`config.mk`:
```
export PLATFORM = sky130hd
export DESIGN_NAME = serial_byte_receiver
export DESIGN_NICKNAME = d
export VERILOG_FILES = /design/src/rtl/serial_byte_receiver_pkg.sv /design/src/rtl/serial_byte_receiver_shift.sv /design/src/rtl/serial_byte_receiver.sv
export SDC_FILE = /design/constraint.sdc
export NUM_CORES = 1
export LEC_CHECK = 0
export ABC_AREA = 1
export CAP_MARGIN = 30
export CORE_MARGIN = 2
export CORE_UTILIZATION = 50
export CTS_CLUSTER_DIAMETER = 30
export DETAILED_ROUTE_END_ITERATION = 7
export GPL_TIMING_DRIVEN = 0
export PLACE_DENSITY = 0.75
export SYNTH_ARGS = -nofsm -noshare
export SYNTH_HDL_FRONTEND = slang
export SYNTH_HIERARCHICAL = 1
export SYNTH_SLANG_ARGS = --single-unit
export TNS_END_PERCENT = 100
```
`constraint.sdc`:
```
create_clock -name clk -period 2.1 [get_ports clk]
set_input_delay 0.21 -clock clk [delete_from_list [all_inputs] [get_ports clk]]
set_output_delay 0.21 -clock clk [all_outputs]
set_load 0.01 [all_outputs]
```
`src/rtl/serial_byte_receiver_pkg.sv`:
```
// Shared types and constants for the serial byte receiver.
// States, line levels and the default word width.
package serial_pkg;

  typedef enum logic [1:0] {
    IDLE,
    DATA,
    PARITY,
    STOP
  } rx_state_t;

  localparam logic SER_IDLE_LVL  = 1'b1;
  localparam logic SER_START_LVL = 1'b0;
  localparam logic SER_STOP_LVL  = 1'b1;

  localparam int SER_DATA_W = 8;

endpackage

```
`src/rtl/serial_byte_receiver_shift.sv`:
```
// Right-shift register for the serial receiver.
// New bits enter at the MSB; the first bit received ends up at bit 0.
module rx_shift_reg
  import serial_pkg::*;
#(
  parameter int DATA_W = SER_DATA_W
) (
  input  logic              clk,
  input  logic              i_clr,
  input  logic              i_shift,
  input  logic              i_bit,
  output logic [DATA_W-1:0] o_q
);

  logic [DATA_W-1:0] r_q;

  always_ff @(posedge clk) begin
    if (i_clr) begin
      r_q <= '0;
    end else if (i_shift) begin
      r_q <= {i_bit, r_q[DATA_W-1:1]};
    end
  end

  assign o_q = r_q;

endmodule

```
`src/rtl/serial_byte_receiver.sv`:
```
// Serial-in/parallel-out receiver, LSB first, start/stop framed.
// Define SERIAL_RX_PARITY_EN to add an even-parity bit before stop.
module serial_byte_receiver
  import serial_pkg::*;
#(
  parameter int DATA_W = SER_DATA_W,
  parameter int CNT_W  = 4
) (
  input  logic              clk,
  input  logic              reset,
  input  logic              bit_en,
  input  logic              ser_in,
  input  logic              out_ack,
  output logic [DATA_W-1:0] data_out,
  output logic              out_valid,
  output logic              busy,
  output logic              frame_err,
  output logic              overrun,
  output logic              parity_err
);

`ifdef SERIAL_RX_PARITY_EN
  localparam rx_state_t LAST_NXT = PARITY;
`else
  localparam rx_state_t LAST_NXT = STOP;
`endif

  rx_state_t         r_state;
  rx_state_t         w_nxt;
  logic [CNT_W-1:0]  r_cnt;
  logic [DATA_W-1:0] r_data;
  logic [DATA_W-1:0] w_q;
  logic              r_valid;
  logic              r_busy;
  logic              r_ferr;
  logic              r_ovr;
  logic              r_perr;
  logic              w_start;
  logic              w_shift;
  logic              w_good;
  logic              w_ferr;
  logic              w_perr;
  logic              w_last;
  logic              w_pbad;

  assign w_last = (r_cnt == CNT_W'(DATA_W - 1));

  rx_shift_reg #(
    .DATA_W (DATA_W)
  ) u_shift (
    .clk     (clk),
    .i_clr   (reset | w_start),
    .i_shift (w_shift),
    .i_bit   (ser_in),
    .o_q     (w_q)
  );

`ifdef SERIAL_RX_PARITY_EN
  logic r_pbad;

  // Latched parity verdict, reported only once the stop bit is good
  always_ff @(posedge clk) begin
    if (reset) begin
      r_pbad <= 1'b0;
    end else if (bit_en && r_state == PARITY) begin
      r_pbad <= (^w_q) ^ ser_in;
    end
  end

  assign w_pbad = r_pbad;
`else
  assign w_pbad = 1'b0;
`endif

  always_comb begin
    w_nxt   = r_state;
    w_start = 1'b0;
    w_shift = 1'b0;
    w_good  = 1'b0;
    w_ferr  = 1'b0;
    w_perr  = 1'b0;
    if (bit_en) begin
      unique case (r_state)
        IDLE: begin
          if (ser_in == SER_START_LVL) begin
            w_nxt   = DATA;
            w_start = 1'b1;
          end
        end
        DATA: begin
          w_shift = 1'b1;
          if (w_last) w_nxt = LAST_NXT;
        end
        PARITY: w_nxt = STOP;
        STOP: begin
          w_nxt = IDLE;
          if (ser_in == SER_STOP_LVL) begin
            w_perr = w_pbad;
            w_good = ~w_pbad;
          end else begin
            w_ferr = 1'b1;
          end
        end
        default: w_nxt = IDLE;
      endcase
    end
  end

  always_ff @(posedge clk) begin
    if (reset) begin
      r_state <= IDLE;
      r_cnt   <= '0;
      r_data  <= '0;
      r_valid <= 1'b0;
      r_busy  <= 1'b0;
      r_ferr  <= 1'b0;
      r_ovr   <= 1'b0;
      r_perr  <= 1'b0;
    end else begin
      r_state <= w_nxt;
      r_busy  <= (w_nxt != IDLE);
      r_ferr  <= w_ferr;
      r_perr  <= w_perr;
      r_ovr   <= 1'b0;
      if (w_start) begin
        r_cnt <= '0;
      end else if (w_shift) begin
        r_cnt <= r_cnt + 1'b1;
      end
      // A landing word wins over a same-edge ack
      if (w_good) begin
        if (!r_valid || out_ack) begin
          r_data  <= w_q;
          r_valid <= 1'b1;
        end else begin
          r_ovr <= 1'b1;
        end
      end else if (r_valid && out_ack) begin
        r_valid <= 1'b0;
      end
    end
  end

  assign data_out   = r_data;
  assign out_valid  = r_valid;
  assign busy       = r_busy;
  assign frame_err  = r_ferr;
  assign overrun    = r_ovr;
  assign parity_err = r_perr;

endmodule

```
# [After elaboration in Yosys (flattened, before gate mapping)]
# Cells that the tools add are included.
[totals] ram_bits=0 word_cells=45 latchBits=0 output_inout_bits=13 rom_bits=0 regBits=26 memories=0
[op_classes] n_mul=0 order_cmp=0 n_eq_ne=5 n_addsub=1 div_mod_pow=0 muxes=16 bitwise=4 shifts=0 reduce_logical=11
[op_table] cell="$mux W1" count=12
[op_table] cell="$pmux W2 S4" count=1
[op_table] cell="$mux W2" count=3
[op_table] cell="$add A4 B1 Y4 const B" count=1
[op_table] cell="$eq A2 B2 Y1 const B" count=2
[op_table] cell="$eq A4 B3 Y1 const B" count=1
[op_table] cell="$reduce_and A2 Y1" count=2
[op_table] cell="$reduce_bool A2 Y1" count=2
[op_table] cell="$reduce_or A2 Y1" count=2
[op_table] cell="$not A1 Y1" count=3
[op_table] cell="$reduce_or A3 Y1" count=1
[op_table] cell="$eq A2 B1 Y1 const B" count=1
[op_table] cell="$logic_not A2 Y1" count=1
[op_table] cell="$ne A2 B1 Y1 const B" count=1
[op_table] cell="$logic_and A1 B1 Y1" count=1
[op_table] cell="$logic_not A1 Y1" count=1
[op_table] cell="$logic_or A1 B1 Y1" count=1
[op_table] cell="$or A1 B1 Y1" count=1

# [Longest topological paths before layout]
# Gate-level depths: netlist (run 1).
[logic_depth] depth_word=5 depth_mapped=9 ltp_nobuf=9

# [Hierarchy]
# Netlist (run 1), hierarchy kept.
[by_module_without_submodules] module="serial_byte_receiver" cells_per_inst=103 seq_area_each_um2=360.3 n_inst=1 area_each_um2=807.0
[by_module_without_submodules] module="rx_shift_reg" cells_per_inst=51 seq_area_each_um2=160.2 n_inst=1 area_each_um2=347.8

# [Least setup slack after synthesis (run 1)]
# No wires, ideal clock.
[synth_timing] path_type="reg-to-reg" startpoint="reg r_state[1]" endpoint="reg u_shift.r_q[4] (netlist: u_shift/o_q[4])" path_stages_with_launch=9 setup_ps=114 required_time_ps=1986 setup_slack_ps=798 t_arrival_ps=1188 n_path_buf=2 cell_sequence="dfxtp_1 inv_1 ha_1 nand2_4 inv_1 buf_6 buf_6 nor2_1 nor2_2"
[synth_rtl] element="start, declared" line="serial_byte_receiver.sv:28" rtl="rx_state_t r_state;"
[synth_rtl] element="start signal, assigned" line="serial_byte_receiver.sv:120" rtl="r_state <= w_nxt;"
[synth_rtl] element="$eq A2 B1 Y1" line="serial_byte_receiver.sv:83" rtl="unique case (r_state)"
[synth_rtl] element="$mux W1" line="serial_byte_receiver.sv:83"
[synth_rtl] element="$mux W1" line="serial_byte_receiver.sv:82" rtl="if (bit_en) begin"
[synth_rtl] element="named net w_shift" line="serial_byte_receiver.sv:39" rtl="logic w_shift;"
[synth_rtl] element="end signal, assigned" line="serial_byte_receiver_shift.sv:21" rtl="r_q <= {i_bit, r_q[DATA_W-1:1]};"
[synth_rtl] element="end, declared" line="serial_byte_receiver_shift.sv:15" rtl="logic [DATA_W-1:0] r_q;"
# The timed path passes the listed nets, and every way through them passes these cells.
# A chain may end at the register's enable or synchronous reset.

# [Worst setup path in the final report (run 1)]
[layout_timing] startpoint="reg r_data[3] (netlist: data_out[3])" endpoint="out data_out[3]"
[layout_rtl] element="start, declared" line="serial_byte_receiver.sv:31" rtl="logic [DATA_W-1:0] r_data;"
[layout_rtl] element="start signal, assigned" line="serial_byte_receiver.sv:133" rtl="r_data <= w_q;"
[layout_rtl] element="end, declared" line="serial_byte_receiver.sv:14" rtl="output logic [DATA_W-1:0] data_out,"
# No word-level cell between the ends.

==> results of run 1 <==
synth_stat cells (all sizes together):
cell type,instances
conb,1
nand3,5
a21oi,4
ha,5
nor3,2
o21ai,10
buf,5
clkinv,2
nor3b,1
nor2,35
dfxtp,26
nand2,36
inv,20
nand3b,1
xor2,1
path summary, 6_finish.rpt:
path / startpoint / endpoint / depth (start not counted)
setup / recovery: data_out[3] / data_out[3] / 1
hold / removal: bit_en / frame_err / 3
setup reg to reg: r_state[1] / u_shift/o_q[4] / 8
hold reg to reg: u_shift/o_q[0] / u_shift/o_q[0] / 2
kinds of logic (layout without fill, tap and decap cells):
family          Yosys count  count (layout)  synth area share, %
simple gates             80              80                 30.7
buf+inv                  27              46                 11.7
flops                    26              26                 45.1
compound gates           14              14                 6.07
fa+ha+maj                 5               5                 5.42
other cells               1               1                0.325
xor+xnor                  1               1                0.759
sequential cells by signal, indices dropped and copies added (netlist names):
signal,cells
r_state,2
r_cnt,4
data_out,8
overrun,1
out_valid,1
u_shift/o_q,8
busy,1
frame_err,1
metrics by stage:
step | cell area [um^2] | instances | hold slack, ns
after floorplan | 1150 | 154 | 0.279
after global placement | 1340 | 197 | 0.459
after detailed placement | 1340 | 197 | 0.463
after CTS | 1380 | 201 | 0.124
after global routing | 1380 | 201 | 0.126
final | 1380 | 201 | 0.135
power groups by stage:
| stage | clock [mW] | combinational [mW] | sequential [mW] |
|---|---|---|---|
| after floorplan | 0 | 0.0692 | 0.525 |
| after global placement | 0 | 0.0896 | 0.525 |
| after detailed placement | 0 | 0.0922 | 0.526 |
| after CTS | 0.253 | 0.0925 | 0.515 |
| after global routing | 0.270 | 0.106 | 0.517 |
| final | 0.244 | 0.0911 | 0.515 |
per-layer routing:
layer	part of all wire, %	wire (um)
met5	0	0
met4	2.7	46
met3	2.7	46
met2	49	837
met1	46	796
cell type report:
cell class / count / share of cell area [%]
Sequential cell: 26 / 37.8
Multi-Input combinational cell: 101 / 36.3
Timing Repair Buffer: 15 / 10.9
Inverter: 22 / 6.45
Buffer: 5 / 3.36
Clock buffer: 4 / 2.64
Tap cell: 28 / 2.55
worst register-to-register path, cell delays in order, from the launching register on:
cell and delay (ns):
dfxtp_1 0.37, inv_1 0.10, ha_1 0.23, nand2_4 0.10, inv_1 0.08, buf_6 0.14, buf_6 0.13, nor2_1 0.13
nor2_2 0.05
==> results.cfg, run 1 <==
[yosys]
postSynthCellCount = 154
ys_types = 23
synth_sequential_area_ratio_pct = 45.1
ys_seq_elements = 26
ys_top_cells_by_area = dfxtp_1 (45%), nor2_1 (11%), nand2_1 (10%)
netlist.area_leader.share_pct = 45.1
post_synth_instance_area_um2 = 1150
synth.avg_cell_area_um2 = 7.50
yosysWarnings = 6
synthDominantAreaCellType = dfxtp_1
syn-num-nets = 164

[clock_network]
clock_tree_from_tritoncts = yes
cts.hold.buffers_added = 0
post_cts.repair.setup_buffers = 0
cts.repair.resized = 0
cts.htree.levels = 1
cts_sinks = 26
cts.path.max_buffers = 2
clkSlewWorstSetupHoldPaths_ns = 0.13
clk-insertion-delay-late_ns = 0.31
cts_inserted_buffers = 3
clock_tree.root_cell = clkbuf_4

[worst_setup_path]
crit_path_max_incr_delay_ns = 0.54
worstSetupStartpointType = register
critPathKind = reg -> out
slowest_cell_on_crit_path = clkdlybuf4s50_1
timing.critical_path.max_delay_family = buffers and inverters
critical_path_arrival_ns = 1.21
critical_path_buf_inv_count = 1
required_time_reported_for_the_critical_path_endpoint_ns = 1.89
crit_path_end_kind = output port
regToRegSetupSlack_ns = 0.69
largest_fanout_on_the_critical_path = 2
timing.critical_path.cells = clkdlybuf4s50_1

[global_routing]
grt_pass1_wl_mm = 3.17
grt_antenna_before_repair = 0
globalRouteMet3Util_pct = 1.72
maximum_number_of_pins_on_one_net_before_global_route_repair = 15
gr-usage-met2_pct = 27.4
use_met1_pct = 17.4
gr-total-overflow = 0
global_route.peak_usage_layer = met2
vias_in_the_first_global_route = 828
all_layer_gr_usage_pct = 15.4

[route]
number_of_drc_violations_after_detailed_routing = 0
drtAntennaViolNets = 0
totalWireLength_mm = 1.73
detail_route.wl_per_cell_um = 8.58
routed_via_density = 4.48
iter_0_drt_violations = 9
dr_total_vias = 901
drt-pass1-iter-count = 2

[sta]
drv_slew = 0
rsz0062_at_grt = false
finalSetupViolCount = 0
timing.setup.tns_ns = 0
finalWorstSetupSlack_ns = 0.681
final.setup_skew_ns = 0.00282
max_freq_mhz = 705
final_hold_viol_count = 0
period_minus_slack_ns = 1.42
final_min_period_over_clock_period_pct = 67.6

[finish]
area.growth.synth_to_final_pct = 19.2
layout.cells.most_common_list = nor2_1 (33), nand2_1 (32), dfxtp_1 (26)
sequential_cell_area_um2 = 520
multi_input_comb_area_um2 = 499
final_core_utilization_pct = 62.8
layout.filler_cells = 207
layout.cells.most_common = nor2_1
diodes_inserted = 0
drive_gt1_share_pct = 11.0
final_net_count = 184

[placement]
dpl.hpwl_mm = 1.37
detailedPlace.worstSlack_ns = 0.514
numPortBuffers = 15
globalplace.congestion = 0.730

[power]
cell_internal_pwr_uw = 652
clock_power_share_pct = 28.7
p_switching_uw = 198
peakVddDrop_mv = 0.545
fin_total_pwr_uw = 850
power_leakage_nw = 0.581
power.density_nw_per_um2 = 617
p_comb_share_pct = 10.7
switching_share_pct = 23.3
pwr-share-seq_pct = 60.6

[floorplanning]
initial_core_util_pct = 52.7
die_y_um = 52.1
die-area_um2 = 2710
top_level_ports = 18
design.core.area_um2 = 2190
die_width_um = 52.1
floorplan.rows = 17

[job]
drv_cap = 0

[min_path]
hold_path.class = in -> reg

[run_status]
run_status = completed
No activity file was read; power rests on OpenSTA's default activity.
==> run 2, diff against run 1 <==
--- a/config.mk
+++ b/config.mk
@@ -8,11 +8,11 @@
 export ABC_AREA = 1
 export CAP_MARGIN = 30
 export CORE_MARGIN = 2
-export CORE_UTILIZATION = 50
+export CORE_UTILIZATION = 46
 export CTS_CLUSTER_DIAMETER = 30
 export DETAILED_ROUTE_END_ITERATION = 7
 export GPL_TIMING_DRIVEN = 0
-export PLACE_DENSITY = 0.75
+export PLACE_DENSITY = 0.73
 export SYNTH_ARGS = -nofsm -noshare
 export SYNTH_HDL_FRONTEND = slang
 export SYNTH_HIERARCHICAL = 1
==> constraint.sdc (replaced) <==
create_clock -name clk -period 1.3 [get_ports clk]
set_input_delay 0.13 -clock clk [delete_from_list [all_inputs] [get_ports clk]]
set_output_delay 0.13 -clock clk [all_outputs]
set_load 0.01 [all_outputs]
==> run 2 against run 1 <==
  * Worst setup slack worse by 0.63 ns
  * First-iteration DRC count increased by 130%
  * Routed wire length grew 23%
  * Clock power grew 66%
  * Via count rose by 5.2%
  * Utilization down 2.8 points
  * Largest power group unchanged
==> results.cfg, run 2 (same netlist as run 1, synthesis figures left out) <==
[floorplanning]
design.core.area_um2 = 2430
die-area_um2 = 2930
die_y_um = 54.1
floorplan.rows = 18
die_width_um = 54.1
top_level_ports = 18
initial_core_util_pct = 47.5

[worst_setup_path]
crit_path_max_incr_delay_ns = 0.39
critical_path_buf_inv_count = 4
critPathKind = reg -> reg
timing.critical_path.max_delay_family = flip-flops
largest_fanout_on_the_critical_path = 8
critical-path-top-cell-by-count = inv_4
timing.critical_path.cells = inv_4 > ha_4 > nand2_4 > inv_4 > buf_6 > clkbuf_16 > nor2_1 > nor2_2
critical_path_arrival_ns = 1.48
worstSetupStartpointType = register
required_time_reported_for_the_critical_path_endpoint_ns = 1.53
slowest_cell_on_crit_path = dfxtp_4
crit_path_end_kind = register

[clock_network]
cts.path.max_buffers = 2
cts_sinks = 26
cts.htree.levels = 1
clock_tree.root_cell = clkbuf_4
cts_inserted_buffers = 3
clk-insertion-delay-late_ns = 0.31
clock_tree_from_tritoncts = yes
clkSlewWorstSetupHoldPaths_ns = 0.13

[global_routing]
all_layer_gr_usage_pct = 15.0
gr-total-overflow = 0
grt_pass1_wl_mm = 3.22
vias_in_the_first_global_route = 807
grt_antenna_before_repair = 0
maximum_number_of_pins_on_one_net_before_global_route_repair = 15

[route]
drtAntennaViolNets = 0
iter_0_drt_violations = 21
drt-pass1-iter-count = 4
routed_via_density = 4.60
dr_total_vias = 948
totalWireLength_mm = 2.12
number_of_drc_violations_after_detailed_routing = 0
detail_route.wl_per_cell_um = 10.3

[sta]
finalWorstSetupSlack_ns = 0.0501
drv_slew = 0
final.setup_skew_ns = 0.00354
final_hold_viol_count = 0
final_min_period_over_clock_period_pct = 96.1
timing.setup.tns_ns = 0
period_minus_slack_ns = 1.25
finalSetupViolCount = 0
max_freq_mhz = 800

[job]
drv_cap = 0

[finish]
drive_gt1_share_pct = 20.5
layout.cells.most_common = nand2_1
area.growth.synth_to_final_pct = 26.4
layout.cells.most_common_list = nand2_1 (30), nor2_1 (29), dfxtp_1 (24)
final_net_count = 187
finish.instance_area_um2 = 1460
instances_no_fill = 206
diodes_inserted = 0

[power]
power_leakage_nw = 0.664
fin_total_pwr_mw = 1.42
peakVddDrop_mv = 0.536
power.density_nw_per_um2 = 974

[placement]
numPortBuffers = 15
detailedPlace.worstSlack_ns = -0.198
place_area_um2 = 1350
globalplace.congestion = 0.706
dpl.hpwl_mm = 1.50
dp_cell_count = 199

[run_status]
run_status = completed

[min_path]
hold_path.class = in -> reg
run 2: stage by stage:
step / hold slack, ns / utilization, %
final: 0.0622 / 60.0
after floorplan: 0.199 / -
after global routing: 0.0654 / 60.0
after detailed placement: 0.403 / 55.3
after CTS: 0.0457 / 56.9
after global placement: 0.389 / 55.3
run 2: layout make-up:
type	count	area, um^2
inverter	22	93.8
clock buffer	4	36.3
fill	227	972
tap	30	37.5
sequential	26	528
buffer	5	50.0
timing repair buffer	18	175
multi-input combinational	101	539
run 2: what timing repair did:
| item | 4_1_cts | 5_1_grt |
|---|---|---|
| gates cloned | 0 | 1 |
| hold buffers | 0 | 0 |
| setup buffers | 0 | 2 |
| setup endpoints to repair | 21 | 13 |
| resized for setup | 19 | 14 |
| pin swaps | 0 | 2 |
| endpoints found under the hold margin | 0 | 0 |
run 2: routing by layer:
layer	global-route usage [%]	up-vias	part of all wire, %
li1	-	507	-
met1	17.4	414	45
met2	26.4	23	49
met3	2.50	4	4.7
met4	7.08	0	1.2
met5	0	-	0
run 2: where the power goes:
part	internal, mW	switching, mW	leakage [nW]	total (mW)
registers	0.815	0.0188	0.212	0.834
clock network	0.171	0.233	0.0210	0.404
logic	0.0847	0.0991	0.431	0.184
total	1.07	0.351	0.664	1.42
run 2: final timing paths:
check / cells after the start / slack, ns / from / endpoint
worst min-delay path: 3 / 0.06 / bit_en / frame_err
worst max register to register: 8 / 0.05 / r_state[1] / u_shift/o_q[6]
worst min register to register: 2 / 0.49 / u_shift/o_q[0] / u_shift/o_q[0]
worst max-delay path: 8 / 0.05 / r_state[1] / u_shift/o_q[6]
run 2: worst register-to-register path, delay by kind of cell (launching register included):
kind	cells	cell delay, ns
AND/OR/NAND/NOR	3	0.24
adder cells (fa/ha/maj)	1	0.16
buffers and inverters	4	0.38
flip-flops	1	0.39
